## src/rtl/alu_seq.sv

```systemverilog
// alu_seq: buffers ALU commands in a FIFO and sequences them through an external combinational ALU into an accumulator.
// Latency: push into an empty FIFO -> ALU pins driven after 1 edge -> res_valid after 2 edges; one result per 3 cycles.
// Backpressure: res_ready low holds res_data and stops popping; cmd_ready is low only while the FIFO is full.
//
// Optional build macro: ALU_SEQ_ILLEGAL_OP_EN. When defined, a non-load command with sel > OP_MAX
// skips the ALU and returns the unchanged accumulator with res_err set. Otherwise res_err stays 0.
//
// Ports:
//   clk, rst_n                         clock, asynchronous active-low reset
//   cmd_valid/cmd_ready                command handshake; cmd_sel, cmd_operand, cmd_load payload
//   alu_a, alu_b, alu_sel              registered drive toward the ALU; alu_result returns its output
//   res_valid/res_ready                result handshake; res_data value, res_err illegal-op flag
//   acc                                current accumulator
//   busy                               FIFO non-empty or sequencer not idle
module alu_seq #(
    parameter int WIDTH      = 4,
    parameter int FIFO_DEPTH = 4,
    parameter int OP_MAX     = 4
) (
    input  logic             clk,
    input  logic             rst_n,
    input  logic             cmd_valid,
    output logic             cmd_ready,
    input  logic [2:0]       cmd_sel,
    input  logic [WIDTH-1:0] cmd_operand,
    input  logic             cmd_load,
    output logic [WIDTH-1:0] alu_a,
    output logic [WIDTH-1:0] alu_b,
    output logic [2:0]       alu_sel,
    input  logic [WIDTH-1:0] alu_result,
    output logic             res_valid,
    input  logic             res_ready,
    output logic [WIDTH-1:0] res_data,
    output logic             res_err,
    output logic [WIDTH-1:0] acc,
    output logic             busy
);

    localparam int AW = $clog2(FIFO_DEPTH);
    localparam logic [AW:0] PTR_ONE = 1;
    localparam logic [2:0]  SEL_MAX = 3'(OP_MAX);

`ifdef ALU_SEQ_ILLEGAL_OP_EN
    localparam bit CHK_ILLEGAL = 1'b1;
`else
    localparam bit CHK_ILLEGAL = 1'b0;
`endif

    typedef struct packed {
        logic             load;
        logic [2:0]       sel;
        logic [WIDTH-1:0] operand;
    } cmd_t;

    typedef enum logic [1:0] {IDLE, DRIVE, HOLD} state_t;

    // ---------------- command FIFO ----------------
    cmd_t        mem_q [FIFO_DEPTH];
    logic [AW:0] wr_ptr_q, rd_ptr_q;
    logic        rdy_en_q;      // keeps cmd_ready low until the first edge after reset release
    logic        empty, full, push, pop;
    cmd_t        head, cmd_in;

    assign cmd_in    = '{load: cmd_load, sel: cmd_sel, operand: cmd_operand};
    assign empty     = (wr_ptr_q == rd_ptr_q);
    assign full      = (wr_ptr_q[AW] != rd_ptr_q[AW]) && (wr_ptr_q[AW-1:0] == rd_ptr_q[AW-1:0]);
    // Built from registers only, so a pop in the same cycle never frees a slot early.
    assign cmd_ready = rdy_en_q && !full;
    assign push      = cmd_valid && cmd_ready;
    assign head      = mem_q[rd_ptr_q[AW-1:0]];

    always_ff @(posedge clk or negedge rst_n) begin
        if (!rst_n) begin
            wr_ptr_q <= '0;
            rd_ptr_q <= '0;
            rdy_en_q <= 1'b0;
        end else begin
            rdy_en_q <= 1'b1;
            if (push) wr_ptr_q <= wr_ptr_q + PTR_ONE;
            if (pop)  rd_ptr_q <= rd_ptr_q + PTR_ONE;
        end
    end

    // Storage needs no reset: the pointers decide what is valid.
    always_ff @(posedge clk) begin
        if (push) mem_q[wr_ptr_q[AW-1:0]] <= cmd_in;
    end

    // ---------------- sequencer ----------------
    state_t           state_q, state_d;
    logic [WIDTH-1:0] acc_q, acc_d;
    logic [WIDTH-1:0] alu_a_q, alu_a_d, alu_b_q, alu_b_d;
    logic [2:0]       alu_sel_q, alu_sel_d;
    logic [WIDTH-1:0] res_data_q, res_data_d;
    logic             res_valid_q, res_valid_d;
    logic             res_err_q, res_err_d;
    logic             head_illegal;

    // Folds to 0 when the illegal-op check is not built in.
    assign head_illegal = CHK_ILLEGAL && (head.sel > SEL_MAX);

    always_comb begin
        state_d     = state_q;
        acc_d       = acc_q;
        alu_a_d     = alu_a_q;
        alu_b_d     = alu_b_q;
        alu_sel_d   = alu_sel_q;
        res_data_d  = res_data_q;
        res_valid_d = res_valid_q;
        res_err_d   = res_err_q;
        pop         = 1'b0;
        case (state_q)
            IDLE: begin
                if (!empty && !res_valid_q) begin
                    pop = 1'b1;
                    if (head.load) begin
                        // Load bypasses the ALU and reports the new value at once.
                        acc_d       = head.operand;
                        res_data_d  = head.operand;
                        res_valid_d = 1'b1;
                        state_d     = HOLD;
                    end else if (head_illegal) begin
                        res_data_d  = acc_q;
                        res_err_d   = 1'b1;
                        res_valid_d = 1'b1;
                        state_d     = HOLD;
                    end else begin
                        alu_a_d   = acc_q;
                        alu_b_d   = head.operand;
                        alu_sel_d = head.sel;
                        state_d   = DRIVE;
                    end
                end
            end
            DRIVE: begin
                // ALU pins have been stable for a full cycle; take its answer.
                acc_d       = alu_result;
                res_data_d  = alu_result;
                res_valid_d = 1'b1;
                state_d     = HOLD;
            end
            HOLD: begin
                if (res_valid_q && res_ready) begin
                    res_valid_d = 1'b0;
                    res_err_d   = 1'b0;
                    state_d     = IDLE;
                end
            end
            default: state_d = IDLE;
        endcase
    end

    always_ff @(posedge clk or negedge rst_n) begin
        if (!rst_n) begin
            state_q     <= IDLE;
            acc_q       <= '0;
            alu_a_q     <= '0;
            alu_b_q     <= '0;
            alu_sel_q   <= '0;
            res_data_q  <= '0;
            res_valid_q <= 1'b0;
            res_err_q   <= 1'b0;
        end else begin
            state_q     <= state_d;
            acc_q       <= acc_d;
            alu_a_q     <= alu_a_d;
            alu_b_q     <= alu_b_d;
            alu_sel_q   <= alu_sel_d;
            res_data_q  <= res_data_d;
            res_valid_q <= res_valid_d;
            res_err_q   <= res_err_d;
        end
    end

    assign acc       = acc_q;
    assign alu_a     = alu_a_q;
    assign alu_b     = alu_b_q;
    assign alu_sel   = alu_sel_q;
    assign res_data  = res_data_q;
    assign res_valid = res_valid_q;
    assign res_err   = res_err_q;
    assign busy      = !empty || (state_q != IDLE);

endmodule

```

## config.mk

```make
export PLATFORM = sky130hd
export DESIGN_NAME = alu_seq
export DESIGN_NICKNAME = d
export VERILOG_FILES = /design/src/rtl/alu_seq.sv
export SDC_FILE = /design/constraint.sdc
export NUM_CORES = 1
export LEC_CHECK = 0
export ABC_CLOCK_PERIOD_IN_PS = 3600
export CAP_MARGIN = 10
export CELL_PAD_IN_SITES_DETAIL_PLACEMENT = 0
export CELL_PAD_IN_SITES_GLOBAL_PLACEMENT = 1
export CORE_MARGIN = 2
export CORE_UTILIZATION = 48
export CTS_CLUSTER_DIAMETER = 120
export DETAILED_ROUTE_END_ITERATION = 8
export PLACE_DENSITY = 0.92
export SYNTH_ARGS = -nofsm -noshare
export SYNTH_HDL_FRONTEND = slang
export SYNTH_SLANG_ARGS = --single-unit
```

## constraint.sdc

```tcl
create_clock -name clk -period 3.6 [get_ports clk]
set_input_delay 0.9 -clock clk [delete_from_list [all_inputs] [get_ports clk]]
set_output_delay 0.9 -clock clk [all_outputs]
set_load 0.02 [all_outputs]
```

# Yosys cells after proc, flatten, opt, wreduce, memory -nomap -nowiden
# Memories as Yosys holds them, arrays and structs flattened.
# Index checks and enable logic that the tools add are counted.
classes:
  add_sub_neg: 2
  eq_ne: 8
  muxes: 15
  n_bitwise: 1
  reduce_logical: 17
ops:
  columns: ["operator", "n"]
  rows:
  - ["4-bit two-way mux", 2]
  - ["4-bit case mux with 2 select lines", 1]
  - ["1-bit two-way mux", 7]
  - ["3-bit by 1-bit adder with 3-bit output, second input constant", 2]
  - ["2-bit two-way mux", 3]
  - ["2-bit != test, second input constant", 3]
  - ["2-bit case mux with 3 select lines", 1]
  - ["3-bit AND reduction", 2]
  - ["1-bit logical AND", 5]
  - ["4-bit AND reduction", 1]
  - ["2-bit nonzero test", 2]
  - ["3-bit == test", 1]
  - ["1-bit logical NOT", 3]
  - ["1-bit case mux with 3 select lines", 1]
  - ["3-bit nonzero test", 1]
  - ["2-bit by 1-bit == test with 1-bit output, second input constant", 1]
  - ["2-bit == test", 1]
  - ["2-bit == test, second input constant", 1]
  - ["2-bit logical NOT", 1]
  - ["2-bit AND reduction", 1]
  - ["1-bit logical OR", 1]
  - ["1-bit != test", 1]
  - ["1-bit NOT", 1]
totals:
  ff_bits: 25
  ramBits: 32
  in_bits: 16
  out_inout_bits: 23
  wordCells: 53
  n_memories: 1
memory_table:
  columns: ["memory", "words", "width", "rd", "rd_ports_with_merged_regs", "wr", "line_no", "rtl"]
  rows:
  - ["mem_q", 4, 8, 1, 0, 1, "58", "cmd_t mem_q [FIFO_DEPTH];"]

# Logic depth before layout (Yosys ltp)
# Gate-level depths: netlist of run 1.
depth:
  word_depth: 7
  mapped_depth: 6
  mapped_depth_nobuf: 4

# Least setup slack after synthesis of run 1
# OpenSTA, ideal clock, no wires.
synth_path:
  path_kind: "register to output"
  start: "reg rd_ptr_q[0]"
  end: "out cmd_ready"
  arrival_ns: 1.121
  setup_slack_ns: 1.579
  path_stages_with_launch: 4
  path_buffers: 1
  path_cell_list: "dfrtp_1 buf_6 xor2_2 o31a_1"
synth_between:
  elab_chain_cells: 4
synth_lines:
  columns: ["item", "line_no", "rtl"]
  rows:
  - ["start, declared", "59", "logic [AW:0] wr_ptr_q, rd_ptr_q;"]
  - ["start signal, assigned", "80", "if (pop) rd_ptr_q <= rd_ptr_q + PTR_ONE;"]
  - ["2-bit == test", "66", "assign full = (wr_ptr_q[AW] != rd_ptr_q[AW]) && (wr_ptr_q[AW-1:0] == rd_ptr_q[AW-1:0]);"]
  - ["1-bit logical AND", "66", null]
  - ["1-bit logical NOT", "68", "assign cmd_ready = rdy_en_q && !full;"]
  - ["1-bit logical AND", "68", null]
  - ["end, declared", "23", "output logic cmd_ready,"]
# Every way passes these cells.

# Worst setup path after layout of run 1
layout_path:
  start: "reg rd_ptr_q[1]"
  end: "out cmd_ready"
# The elaborated chain is that of the path after synthesis.

==> impl_metrics.tcl, run 1 <==
set metrics [dict create \
    drive_gt1_frac 0.1809 \
    slew_viol_final 0 \
    syn_avg_cell_area_um2 17.29 \
    rsz0062_at_grt "no" \
    syn_inst 143 \
    synth_cell_type_count 36 \
    power_mw 2.854 \
    r2r_cells 4 \
    hold_depth 1 \
    drtPass1Iterations 4 \
    fp-row-count 26 \
    busiest_layer "met2" \
    max_freq_ghz 0.3293 \
    synth_top_area_cell "edfxtp_1" \
    cts_tree "built" \
    setup_viol 0 \
    layout.nets 204 \
    portBuffers 37 \
    worst-path-max-fanout 11 \
    ys_ff_latch 57 \
    wl_um 4289 \
    timing.slew.headroom 0.4728 \
    antenna_left 0 \
    post_cts_buffers 0 \
    insertion_delay_ns 0.33 \
    dieArea_um2 5741 \
    ys_top_cells_by_area "edfxtp_1, dfrtp_1, mux2_4" \
    wl_per_cell_um 16.62 \
    drc 0 \
    die_y_um 75.77 \
    hold_class "reg -> reg" \
    finalSetupTns_ns 0 \
    place_hpwl_um 3001 \
    gp_congestion 0.7624 \
    cts.repair.resized 0 \
    cts_root_buf "clkbuf_8" \
    cts_buffers 9 \
    clk_pin_slew_worst_paths_ns 0.06 \
    grtUsageTotal 0.1714 \
    final_common_cell "clkdlybuf4s50_1" \
    antenna_found_initial 0 \
    diodes 0 \
    rrSetupSlack_ns 1.46 \
    use_met2 0.2720 \
    met1_usage 0.2076 \
    htree_levels 3 \
    yosys_warnings 0 \
    critPathArrivalTime_ns 2.14 \
    outcome "complete, no violations" \
    coreArea_um2 5042 \
    grtUsageMet3 0.05688 \
    fin_area_um2 3047 \
    viasPerCell 5.205 \
    path_class "reg -> out" \
    clock_path_buffers 2 \
    start_util 0.4903 \
    overflow 0 \
    synthesis.area_um2 2472 \
    synth_fp_nets 164 \
    powerDensity_nw_per_um2 936.6 \
    crit_required_ns 2.70 \
    postPlaceCellArea_um2 2858 \
    synth-seq-area-share 0.6417 \
    fin_skew_ns 0.005924 \
    endpoint_kind "primary output" \
    die_w_um 75.77 \
    fin_crit_sh 0.8437 \
    synth_top_area_frac 0.3887 \
    grt_max_degree 26 \
    first_iter_violations 152 \
    syn_to_final_growth_pct 23.23 \
    final_cell_mix "clkdlybuf4s50_1, edfxtp_1, dfrtp_1, clkbuf_8, mux2_4" \
    fin_util 0.6042 \
    cts_hold_repair.buffers 0 \
    grt_pass1_wl_um 6803 \
    cap_violations 0 \
    tightestPinTransition_ns 0.7809 \
    finalHoldViolations 0 \
    vdd_drop_max_uv 391.7 \
    ios 39 \
    vias 1343 \
    grt_pass1_vias 1375 \
    finalCriticalPeriod_ns 3.037 \
    start_kind "flop" \
    cts_sinks 57 \
    p_leak_nw 1.175 \
]
==> worst max-delay path: stages, from the launching register on <==
cell             delay, ns
dfrtp_1               0.66
xor2_4                0.26
o31a_1                0.26
clkdlybuf4s50_1       0.63
==> power breakdown <==
| group | leakage [nW] | internal (mW) | switching (mW) |
|---|---|---|---|
| clock network | 0.0978 | 0.334 | 0.235 |
| logic | 0.489 | 0.641 | 0.588 |
| registers | 0.588 | 0.887 | 0.169 |
==> cells by family after synthesis <==
kind of cell | Yosys count | synth area share
buffers and inverters | 13 | 0.03998
AOI/OAI and AO/OA | 17 | 0.05162
DFF | 57 | 0.6417
and+or+nand+nor | 20 | 0.04605
xor gates and xnor gates | 8 | 0.03897
other | 2 | 0.003038
adders and majority gates | 5 | 0.02530
muxes | 21 | 0.1533
==> path summary, 6_finish.rpt <==
| kind | from | end |
|---|---|---|
| min in group asynchronous | rst_n | alu_a[2]$_DFFE_PN0P_ |
| worst max register to register | rd_ptr_q[1]$_DFFE_PN0P_ | alu_sel[2]$_DFFE_PN0P_ |
| worst min register to register | alu_a[1]$_DFFE_PN0P_ | alu_a[1]$_DFFE_PN0P_ |
| worst max-delay path | rd_ptr_q[1]$_DFFE_PN0P_ | cmd_ready |
| worst min-delay path | alu_a[1]$_DFFE_PN0P_ | alu_a[1]$_DFFE_PN0P_ |
| max in group asynchronous | rst_n | rdy_en_q$_DFF_PN0_ |
==> through the flow <==
stage	instances	hold WS, ns	setup slack (ns)
floorplan	143	0.4982	1.579
global placement	242	0.4955	0.9268
detailed placement	242	0.4917	0.9011
CTS	258	0.5124	0.5166
finish	258	0.5114	0.5628
global route	258	0.5312	0.4241
==> cell usage after synthesis <==
library cell   n
a21oi_1        1
a22oi_1        1
a2bb2oi_1      1
a31oi_1        4
and3_1         4
buf_1          1
buf_12         1
buf_4          5
buf_6          2
clkbuf_1       1
conb_1         2
dfrtp_1       25
edfxtp_1      32
ha_1           5
inv_1          3
mux2_1         1
mux2_2         3
mux2_4         9
mux4_1         5
mux4_2         3
nand2_1        4
nand2b_1       1
nand3b_1       4
nor2_1         5
nor2b_4        1
nor3_1         1
o21ai_0        5
o311a_1        1
o311a_4        1
o311ai_0       1
o31a_1         1
o31ai_1        1
xnor2_1        3
xor2_1         3
xor2_2         1
xor2_4         1
==> routing by layer <==
layer	vias up	part of all wire
met3	12	0.053
met5	-	0
met4	0	0.025
li1	616	-
met2	42	0.49
met1	673	0.43
==> area by class of cell <==
cell class | count | area [um^2]
clock inverters | 4 | 43.79
well taps | 70 | 87.58
fillers | 384 | 1996
inverters | 3 | 11.26
flip-flops and latches | 57 | 1587
multi-input cells | 73 | 787.0
clock buffers | 12 | 145.1
repair buffers | 39 | 385.4
==> sequential cells by signal, summed over array words and instances, names as in the netlist, 2 cells and up <==
signal    cells
mem_q        32
alu_a         4
alu_b         4
res_data      4
alu_sel       3
rd_ptr_q      3
wr_ptr_q      3
state_q       2
Power figures use the tool's default switching activity.
==> run 2: changes to the inputs <==
==> config.mk (replaced) <==
export PLATFORM = sky130hd
export DESIGN_NAME = alu_seq
export DESIGN_NICKNAME = d
export VERILOG_FILES = /design/src/rtl/alu_seq.sv
export SDC_FILE = /design/constraint.sdc
export NUM_CORES = 1
export LEC_CHECK = 0
export ABC_CLOCK_PERIOD_IN_PS = 3100
export CAP_MARGIN = 10
export CELL_PAD_IN_SITES_DETAIL_PLACEMENT = 0
export CELL_PAD_IN_SITES_GLOBAL_PLACEMENT = 1
export CORE_MARGIN = 2
export CORE_UTILIZATION = 44
export CTS_CLUSTER_DIAMETER = 120
export DETAILED_ROUTE_END_ITERATION = 8
export PLACE_DENSITY = 0.86
export SYNTH_ARGS = -nofsm -noshare
export SYNTH_HDL_FRONTEND = slang
export SYNTH_SLANG_ARGS = --single-unit
==> constraint.sdc (replaced) <==
create_clock -name clk -period 3.1 [get_ports clk]
set_input_delay 0.775 -clock clk [delete_from_list [all_inputs] [get_ports clk]]
set_output_delay 0.775 -clock clk [all_outputs]
set_load 0.02 [all_outputs]
==> run 2 against run 1 <==
Effect of this change:
- clock-buffer cell count increased by 1
- register-to-register slack worse by 0.53 ns
- die area increased by 8.6%
- final area is 0.86% higher
- utilization shrank 4.3 points
- sequential share of layout area shrank 0.45 points
- critical path depth did not move
- sequential power increased by 16%
- flip-flop and latch count did not move
- critical endpoint unchanged
- highest routed layer unchanged
==> impl_metrics.tcl, run 2 (synthesis gave the netlist of run 1 again) <==
set metrics [dict create \
    rsz0062_at_grt "no" \
    tightestPinTransition_ns 0.7400 \
    htree_levels 3 \
    endpoint_kind "primary output" \
    cts_buffers 9 \
    path_delay_family "flip-flops" \
    grtUsageMet3 0.04886 \
    coreArea_um2 5473 \
    fin_area_um2 3073 \
    switching_power_mw 1.151 \
    finalHoldViolations 0 \
    cts_hold_repair.buffers 0 \
    crit_required_ns 2.32 \
    largest_reg_flops 32 \
    vdd_drop_max_uv 385.8 \
    post-place-ws_ns 0.4601 \
    busiest_layer "met2" \
    powerDensity_nw_per_um2 1106 \
    start_kind "flop" \
    pwr-share-comb 0.418 \
    finalSetupTns_ns 0 \
    hold_class "reg -> reg" \
    slowest_stage "dfrtp_1" \
    setup_viol 0 \
    cts.repair.resized 0 \
    drive_gt1_frac 0.1755 \
    slew_viol_final 0 \
    antenna_left 0 \
    die_y_um 78.96 \
    gp_congestion 0.7271 \
    cts_tree "built" \
    final_cell_mix "clkdlybuf4s50_1, edfxtp_1, dfrtp_1, clkbuf_8, mux2_4" \
    syn_to_final_growth_pct 24.29 \
    max_freq_ghz 0.3392 \
    fp-row-count 27 \
    drc 0 \
    wl_um 4468 \
    ios 39 \
    sw_frac_of_total 0.3386 \
    p_clk_frac 0.220 \
    grt_pass1_wl_um 7176 \
    finalCriticalPeriod_ns 2.948 \
    worst-path-buf-inv 1 \
    path_class "reg -> out" \
    layout.nets 204 \
    viasPerCell 5.127 \
    cts_sinks 57 \
    place_hpwl_um 3065 \
    diodes 0 \
    grtUsageTotal 0.1584 \
    whs_ns 0.5081 \
    overflow 0 \
    insertion_delay_ns 0.32 \
    first_iter_violations 95 \
    worst-path-max-fanout 11 \
    path_cells "xor2_4 > o31a_1 > clkdlybuf4s50_1" \
    die_w_um 78.96 \
    use_met2 0.2542 \
    grt_max_degree 26 \
    met1_usage 0.1904 \
    cts_root_buf "clkbuf_8" \
    p_int_mw 2.248 \
    clock_path_buffers 2 \
    post_cts_buffers 0 \
    postPlaceCellArea_um2 2860 \
    final_common_cell "clkdlybuf4s50_1" \
    fin_skew_ns 0.004130 \
    setup_slack_ns 0.1521 \
    antenna_found_initial 0 \
    crit_path_max_incr_delay_ns 0.69 \
    p_seq_frac 0.362 \
    clk_pin_slew_worst_paths_ns 0.06 \
    start_util 0.4518 \
    p_leak_nw 1.183 \
    wl_per_cell_um 17.18 \
    vias 1333 \
    drtPass1Iterations 4 \
    grt_pass1_vias 1410 \
    outcome "complete, no violations" \
    cap_violations 0 \
    timing.slew.headroom 0.5004 \
    critPathArrivalTime_ns 2.17 \
    portBuffers 37 \
    fin_crit_sh 0.9510 \
    dieArea_um2 6235 \
]
## run 2: layout make-up
type                    instances  area [um^2]
fillers                       428         2400
well taps                      72        90.09
flip-flops and latches         57         1587
repair buffers                 39        385.4
clock buffers                  13        148.9
clock inverters                 3        63.81
multi-input cells              73        787.0
inverters                       3        11.26
## run 2: worst paths after layout
| check | startpoint | end | slack (ns) | cells past startpoint |
|---|---|---|---|---|
| worst min register to register | alu_a[3]$_DFFE_PN0P_ | alu_a[3]$_DFFE_PN0P_ | 0.51 | 1 |
| worst min-delay path | alu_a[3]$_DFFE_PN0P_ | alu_a[3]$_DFFE_PN0P_ | 0.51 | 1 |
| worst max register to register | rd_ptr_q[0]$_DFFE_PN0P_ | alu_sel[2]$_DFFE_PN0P_ | 0.93 | 4 |
| worst max-delay path | rd_ptr_q[1]$_DFFE_PN0P_ | cmd_ready | 0.15 | 3 |
| max in group asynchronous | rst_n | wr_ptr_q[2]$_DFFE_PN0P_ | 2.04 | 2 |
| min in group asynchronous | rst_n | rdy_en_q$_DFF_PN0_ | 0.81 | 2 |
## run 2: through the flow
step	instances	utilization	power, mW
2_1_floorplan	143	-	2.248
3_3_place_gp	244	0.5226	2.615
3_5_place_dp	244	0.5226	2.681
4_1_cts	260	0.5615	3.437
5_1_grt	260	0.5615	3.594
6_report	260	0.5615	3.399
## run 2: layer usage
layer,routed length (um),vias to the layer above
met3,219,9
met2,2289,37
met5,0,-
met1,1865,672
met4,94,0
li1,-,615
## run 2: power groups by stage
stage               sequential, mW  clock (mW)  combinational, mW
global placement              1.23           0               1.38
detailed placement            1.25           0               1.43
global route                  1.26       0.800               1.53
CTS                           1.24       0.760               1.44
finish                        1.23       0.748               1.42
floorplan                     1.30           0              0.947
